[src/rtl/branch_unit.sv]
// Branch resolution against the committed {N,V,Z} flag register, with registered PC
// redirect, multi-cycle IF/ID flush and saturating branch statistics.
module branch_unit #(
   parameter int FLUSH_CYCLES = 2,
   parameter int CNT_W        = 16
) (
   input  logic             clk,
   input  logic             rst_n,
   input  logic             stall,
   input  logic             ex_valid,
   input  logic [3:0]       ex_aluop,
   input  logic [2:0]       alu_flags,
   input  logic             br_valid,
   input  logic [2:0]       br_ccc,
   input  logic [15:0]      br_target,
   output logic [2:0]       flag_reg,
   output logic             redirect,
   output logic [15:0]      redirect_pc,
   output logic             flush,
   output logic [CNT_W-1:0] br_count,
   output logic [CNT_W-1:0] taken_count
);

   typedef enum logic {IDLE, FLUSH} state_t;

   state_t     state, state_nx;
   logic [2:0] fcnt, fcnt_nx;
   logic       cond_met, eval, taken, flag_we;
   logic       fz, fv, fn;

   assign fz = flag_reg[0];
   assign fv = flag_reg[1];
   assign fn = flag_reg[2];

   // Conditions use the flags committed before this cycle's update.
   always_comb begin
      cond_met = 1'b0;
      case (br_ccc)
         3'b000: cond_met = ~fz;
         3'b001: cond_met = fz;
         3'b010: cond_met = ~fz & ~fn;
         3'b011: cond_met = fn;
         3'b100: cond_met = fz | ~fn;
         3'b101: cond_met = fz | fn;
         3'b110: cond_met = fv;
         3'b111: cond_met = 1'b1;
         default: cond_met = 1'b0;
      endcase
   end

   assign eval    = br_valid & ex_valid & ~stall & (state == IDLE);
   assign taken   = eval & cond_met;
   assign flag_we = ex_valid & ~stall & (ex_aluop <= 4'd7) & (state == IDLE);
   assign flush   = (state == FLUSH);

   always_comb begin
      state_nx = state;
      fcnt_nx  = fcnt;
      case (state)
         IDLE: if (taken) begin
            state_nx = FLUSH;
            fcnt_nx  = 3'(FLUSH_CYCLES);
         end
         FLUSH: if (!stall) begin
            if (fcnt == 3'd1) state_nx = IDLE;
            fcnt_nx = fcnt - 3'd1;
         end
         default: state_nx = IDLE;
      endcase
   end

   always_ff @(posedge clk or negedge rst_n) begin
      if (!rst_n) begin
         state       <= IDLE;
         fcnt        <= 3'd0;
         flag_reg    <= 3'b000;
         redirect    <= 1'b0;
         redirect_pc <= 16'h0000;
         br_count    <= '0;
         taken_count <= '0;
      end else begin
         state    <= state_nx;
         fcnt     <= fcnt_nx;
         // Only a taken branch can raise this, so it self-clears after one cycle.
         redirect <= taken;
         if (taken)   redirect_pc <= br_target;
         if (flag_we) flag_reg    <= alu_flags;
         if (eval && br_count != '1)
            br_count <= br_count + {{(CNT_W-1){1'b0}}, 1'b1};
         if (taken && taken_count != '1)
            taken_count <= taken_count + {{(CNT_W-1){1'b0}}, 1'b1};
      end
   end

endmodule
[config.mk]
export PLATFORM = sky130hd
export DESIGN_NAME = branch_unit
export DESIGN_NICKNAME = d
export VERILOG_FILES = /design/src/rtl/branch_unit.sv
export SDC_FILE = /design/constraint.sdc
export NUM_CORES = 1
export LEC_CHECK = 0
export CAP_MARGIN = 20
export CORE_ASPECT_RATIO = 1.75
export CORE_MARGIN = 3
export CORE_UTILIZATION = 35
export DETAILED_ROUTE_END_ITERATION = 7
export MAX_ROUTING_LAYER = met4
export PLACE_DENSITY_LB_ADDON = 0.12
export SYNTH_ARGS = -nofsm -noshare
export SYNTH_HDL_FRONTEND = slang
export SYNTH_SLANG_ARGS = --single-unit
[constraint.sdc]
create_clock -name clk -period 2.2 [get_ports clk]
set_input_delay 0.22 -clock clk [delete_from_list [all_inputs] [get_ports clk]]
set_output_delay 0.22 -clock clk [all_outputs]
set_load 0.05 [all_outputs]
Yosys cells after proc, flatten, opt, wreduce, memory -nomap -nowiden. Cells that the tools add are included. Widths: inputs -> output; s select.

Bits in writable memories: 0. Output and inout port bits: 53. Register bits after elaboration: 56. Input port bits: 31. Memories: 0. Latch bits: 0. Logic and storage cells: 49. Memory bits (read-only): 0.

Divide/modulo/power cells: 0. Bitwise operators: 14. Reductions and logical operators: 4. Shift operators: 0. Multipliers: 0. Order comparisons: 1. Equal/unequal tests: 12. Mux-type cells: 8. $add $sub $neg: 3.

Operators with widths (count): $add 16x1->16 const B (2); $ne 16x16->1 const B (2); $eq 3x3->1 const B (4); $and 1x1->1 (8); $pmux 1 s8 (1); $eq 3x1->1 const B (2); $eq 3x2->1 const B (2); $mux 3 (2); $pmux 3 s2 (1); $le 4x3->1 const B (1); $ne 2x2->1 const B (2); $not 1->1 (4); $logic_not 3->1 (1); $mux 1 (3); $sub 3x1->3 const B (1); $logic_and 1x1->1 (2); $or 1x1->1 (2); $pmux 1 s2 (1); $reduce_and 2->1 (1).

Longest topological paths before layout.
Depth after elaboration: 6. Depth in mapped cells: 7. Depth with buffers taken out: 6.

Least setup slack after synthesis. OpenSTA, ideal clock, no wires.

Path kind: reg-to-reg. Start point: reg taken_count[0]. End point: reg taken_count[15]. Path buffers: 1. Library setup time: 0.082 ns. Clock period less this slack: 2.180 ns. Arrival time: 2.098 ns. Required time: 2.118 ns. Path slack: 0.020 ns. Stages on the path, launching flop included: 8. Cell sequence: dfrtp_1 -> ha_1 -> and4_1 -> nor4bb_1 -> buf_2 -> or3_4 -> nor3b_2 -> xor2_1.

Word-level cells in the longest chain between the ends: 2. Elaborated cells on any way between the ends: 3. Classes of those cells: 1 x add/sub; 1 x eq/ne; 1 x reduce/logical.

Ends and longest elaborated chain: start: declaration (line 21) `output logic [CNT_W-1:0] taken_count`; start signal: assignment (line 91) `taken_count <= taken_count + {{(CNT_W-1){1'b0}}, 1'b1};`; branches (longest 2 deep; another with $add 16x1->16).

Parallel ways; which one is timed is not known. A chain may end at the register's enable or synchronous reset.

Worst setup path in the final report.
Start point: in br_ccc[1]. End point: reg taken_count[1].

Word-level cells in the longest chain between the ends: 4. Elaborated cells on any way between the ends: 11. Classes of those cells: 7 x eq/ne; 1 x mux; 1 x bitwise; 2 x reduce/logical.

Ends and longest elaborated chain: start: declaration (line 14) `input logic [2:0] br_ccc,`; $eq 3x3->1, or another cell as far along (line 38) `case (br_ccc)`; $pmux 1 s8 * (line 38); $and 1x1->1 * (line 52) `assign taken = eval & cond_met;`; $logic_and 1x1->1 * (line 90) `if (taken && taken_count != '1)`.

Mark *: on every way between the ends. The rest lies on a longest branch, timed or not.

==> flow_summary_export.csv <==
group,metric,value,unit
drt,remaining_drc_errors,0,
grt,grt-ovfl-total,0,
drt,wl,6139,um
sta,fmax,516.0,MHz
setup_path,critPathCaptureType,"register",
setup_path,cp.arrival,2120,ps
layout,layoutNonFillerInstCount,419,
yosys,ys_seq_elements,56,
yosys,synth-seq-area-share,0.5418,
placement,port_buffers,80,
floorplan,num_io_pins,84,
placement,hpwl,4632,um
drt,firstDrtPassIters,4,
cts,cts-htree-levels,2,
yosys,synth_top_area_share,0.5418,
sta,slew_headroom,0.6462,
job,maxCapViolCount,0,
layout,area.sequential,1401,um2
yosys,synth_edf_count,0,
sta,period_share,0.8809,
drt,drt_iter0_drc,111,
drt,ant_nets,0,
floorplan,initial_utilization,0.3691,
grt,grt_pass1_wl,10250,um
floorplan,floorplan.die_area,8497,um2
yosys,synth_flop_cell,"dfrtp_1",
min_path,worstHoldPathType,"input pin to async pin",
yosys,yosys_warnings,0,
sta,fin_skew,7.771,ps
sta,setup_tns,0,ps
sta,drv_slew,0,
cts,cts_made_buffers,5,
power,power_density,1147,nW/um2
drt,num_vias,2025,
cts,cts_repair_resize_count,0,
sta,worst_slew_pin_slew,529.0,ps
floorplan,num_rows,40,
layout,multi_input_area,1129,um2
yosys,synthArstFlopShare,1.000,
power,ir_drop,0.7595,mV
layout,fillers,649,
cts,postCtsSetupRepairBufs,0,
cts,clock_latency,300,ps
setup_path,startpoint_type,"input pin",
layout,layout-drive-gt1-share,0.1104,
setup_path,path_max_fanout,7,
cts,cts_hold_buf,1,
floorplan,fp.dieW,70.98,um
yosys,avgSynthCellArea,10.78,um2
yosys,synth_top_area_cell,"dfrtp_1",
layout,antenna_cells,0,
yosys,ys_top_cells_by_count,"nand2_1 (63), dfrtp_1 (56), xnor2_1 (15), xor2_1 (14), nand3_1 (13)",
power,power,4.300,mW
drt,avgViaCountPerCell,4.833,
placement,gp_congestion,0.7725,
floorplan,core,7007,um2
sta,setup_viol,0,
yosys,synth_cell_type_count,45,
drt,wl_per_cell,14.65,um
setup_path,critPathKind,"input pin to register",
cts,clockRootBuffer,"clkbuf_16",
grt,antenna_found_initial,0,
sta,hold_viol,0,
cts,tritoncts,"done",
grt,grt_pass1_vias,2024,
yosys,syn_inst,240,
cts,clkTransAtPathRegs,70,ps
placement,dp_cells,410,
yosys,synthTopCellsByArea,"dfrtp_1 (54%), nand2_1 (9.1%), xnor2_1 (5.1%), xor2_1 (4.7%), mux2_2 (2.6%)",
floorplan,die_h,119.7,um
yosys,syn_nets,275,
yosys,syn_area,2586,um2
cts,clockBufferDepth,2,
layout,syn_to_final_growth,44.99,%
yosys,synth.most_common_cell,"nand2_1",
layout,nNetsFinal,369,
power,p_leak,1.676,nW
grt,grt_max_degree,57,
cts,cts_sinks,56,
sta,grt_setup_unrepaired,"no",
run_status,outcome,"completed",
grt,gr-usage-all-layers,0.1589,
sta,fin_crit,1938,ps
setup_path,required,2380,ps
layout,largest_registers,"br_count x16, redirect_pc x16, taken_count x16",
## worst max-delay path, cell delays in order
cell             delay, ps
clkdlybuf4s50_1        480
or3b_1                 390
a311oi_1               300
a211o_1                250
buf_12                 150
nor2_1                  60
mux2_2                 270
## cell families after synthesis
kind of cell    Yosys count  synth area share
compound gates            8           0.02274
flops                    56            0.5418
xor+xnor                 29           0.09821
simple gates            123            0.2593
buf+inv                  12           0.02419
mux                       8           0.03435
fa+ha+maj                 4           0.01935
## final cells by class
class,count,share of cell area
sequential,56,0.3737
multi-input combinational,172,0.3010
timing repair buffer,93,0.2523
clock buffer,8,0.03904
tap,84,0.02803
inverter,6,0.006006
## worst paths after layout
check                           slack (ps)         endpoint  cells past startpoint      startpoint
worst max-delay path                   260   taken_count[1]                      7       br_ccc[1]
worst min register to register         470   redirect_pc[0]                      2  redirect_pc[0]
max in group asynchronous             1480   taken_count[4]                      3           rst_n
worst max register to register         260   taken_count[1]                      6     flag_reg[0]
worst min-delay path                   440      br_count[0]                      3           rst_n
min in group clk                       450  redirect_pc[15]                      3   br_target[15]
## layout by cell type, fill, tap and decap left out, drive strengths merged, types with 7 or more instances in the layout
cell / n
mux2: 7
clkbuf: 8
nor2: 9
dfrtp: 56
nand4: 8
nand2: 63
buf: 13
clkdlybuf4s50: 79
xor2: 14
xnor2: 15
nand3: 13
nor3: 7
## metrics by stage
stage | cell area, um2 | util | hold WS [ps] | setup WS, ps
2_1_floorplan | 2586 | - | -75.59 | 19.69
3_3_place_gp | 3593 | 0.5129 | 249.2 | 2.087
3_5_place_dp | 3593 | 0.5129 | 249.4 | -24.88
4_1_cts | 3750 | 0.5352 | 445.6 | 233.7
5_1_grt | 3750 | 0.5352 | 452.0 | 163.3
6_report | 3750 | 0.5352 | 443.7 | 262.1
## report_power, final
part           internal [mW]  leakage (nW)  switching (mW)  total (mW)
registers               1.31         0.726           0.228        1.54
clock network          0.455        0.0712           0.355       0.810
logic                  0.691         0.879            1.26        1.95
## per-layer routing
layer,share of wire,global-route usage,routed length (um),vias to the layer above
li1,-,-,-,998
met1,0.38,0.1752,2316,972
met2,0.56,0.2837,3455,49
met3,0.045,0.03437,278,6
met4,0.014,0.04588,88,0
met5,0,-,0,-
Power figures use the tool's default switching activity.
==> edit: new RTL, same flow settings <==
The parameter `CNT_W` goes from 16 to 20.
--- a/src/rtl/branch_unit.sv
+++ b/src/rtl/branch_unit.sv
@@ -4,3 +4,3 @@
    parameter int FLUSH_CYCLES = 2,
-   parameter int CNT_W        = 16
+   parameter int CNT_W        = 20
 ) (
Ports: changed (resized br_count and taken_count); port bits go from 84 to 92. The function was not compared with the original's and may differ.
==> edit against the original RTL <==
Power rose by 21%. Setup slack improved by 0.050 ns. Synthesized area rose by 18%. Largest power group unchanged. Via count rose by 16%. First-iteration DRC count fell by 21%. Wire length rose by 16%. Cell area rose by 18%. Sequential cell count rose by 8. Count of clock-buffer cells in the layout rose by 4. Critical path type is now flop to flop. Sequential share of layout area fell by 1.3 points.
==> edit: results (changes against the original RTL) <==
metric;value;unit;change
Routed WL;7120;microns;+16%
Total Routing Usage GR;15.4;%;-0.53 points
IO buf count;88;;+10%
clock transition at the registers of the reported paths;0.05;ns;-0.02 ns
Largest regs;br_count: 20 flops, taken_count: 20 flops, redirect_pc: 16 flops;;
placed insts;469;;+14%
leakage;1.90;nW;+13%
largest net degree at the start of global routing;65;;+14%
Slew @ Worst Pin;0.530;ns;+0.00117 ns
Synth cell types;37;;-18%
met1 wire length;2800;microns;+21%
first-pass GRT wire length;11600;microns;+13%
clk_skew;0.00578;ns;-0.00199 ns
CP arrival;2.09;ns;-0.03 ns
vias per inst;4.85;;+0.39%
ant diodes;0;;unchanged
layout cells sized above 1;15.9;%;+4.9 points
Nets;401;;+8.7%
postcts setup bufs;0;;unchanged
pre-CTS WS;-0.0201;ns;+0.00478 ns
fillers;785;;+21%
Worst-Skew Late Latency;0.32;ns;+0.02 ns
post-placement cell area;4160;sq um;+16%
Hold-fix buffers, CTS;1;;unchanged
Clock H-tree levels;3;;+1
Synth Instances;256;;+6.7%
CTS buffer count;9;;+4
GR Util met2;26.9;%;-1.5 points
Post-Syn Nets;291;;+5.8%
vias;2353;;+16%
WL met2;3910;microns;+13%
met3 usage;2.43;%;-1.0 points
initial DRC count;88;;-21%
post-synthesis sequential area ratio;52.7;%;-1.5 points
synth cell count leaders;dfrtp_1, nand3_1, xnor2_1, mux2_4, nor2_1;;
Met3 Routed Length;169;microns;-39%
CTS Root Cell;clkbuf_16;;
crit-path max FO;6;;-1
final weighted congestion in routability-driven placement;0.810;;+4.9%
Synth area leaders;dfrtp_1, mux2_4, xnor2_1, nand3_1, xor2_1;;
HPWL Detailed;5150;microns;+11%
initial antenna violation count;0;;unchanged
Hold Crit Class;primary input to asynchronous set/reset pin;;
status;complete, no violations;;
GRT met1 Usage;15.9;%;-1.6 points
worst vdd ir;0.000650;V;-14%
Highest Signal Layer;met4;;
## edit: report_power, final
| part | internal, mW | switching (mW) | leakage [nW] | total (mW) |
|---|---|---|---|---|
| sequential | 1.47 | 0.233 | 0.835 | 1.70 |
| combinational | 0.870 | 1.32 | 0.926 | 2.19 |
| clock | 0.812 | 0.481 | 0.134 | 1.29 |
## edit: area by class of cell
| cell class | instances | area [sq um] | area share [%] |
|---|---|---|---|
| tap | 115 | 144 | 3.24 |
| clock inverter | 3 | 17.5 | 0.394 |
| multi-input combinational | 182 | 1380 | 31.1 |
| timing repair buffer | 104 | 1020 | 23.0 |
| inverter | 5 | 18.8 | 0.422 |
| clock buffer | 12 | 256 | 5.77 |
| sequential | 64 | 1600 | 36.0 |
## edit: cells by family (layout without fill, tap and decap cells)
| logic type | count (synthesis) | after routing | share of synthesized area, % |
|---|---|---|---|
| fa+ha+maj | 4 | 4 | 1.65 |
| flops | 64 | 64 | 52.7 |
| compound gates | 14 | 14 | 4.16 |
| xor+xnor | 36 | 36 | 10.4 |
| mux | 22 | 22 | 10.1 |
| simple gates | 106 | 106 | 19.1 |
| buf+inv | 10 | 124 | 1.85 |
## edit: final timing paths
path / startpoint / to / slack [ns] / cells past startpoint
setup / recovery: br_count[10] / br_count[9] / 0.31 / 5
hold / removal: rst_n / br_count[4] / 0.44 / 3
setup reg to reg: br_count[10] / br_count[9] / 0.31 / 5
hold reg to reg: taken_count[10] / taken_count[10] / 0.49 / 1
max in group asynchronous: rst_n / taken_count[6] / 1.46 / 3
min in group clk: taken_count[10] / taken_count[10] / 0.49 / 1
## edit: critical path, stage by stage (launching register included)
cell and delay (ns):
dfrtp_1 0.46, nand4_1 0.23, or4_4 0.57, o21ai_2 0.26, nor3_1 0.09, xor2_1 0.14
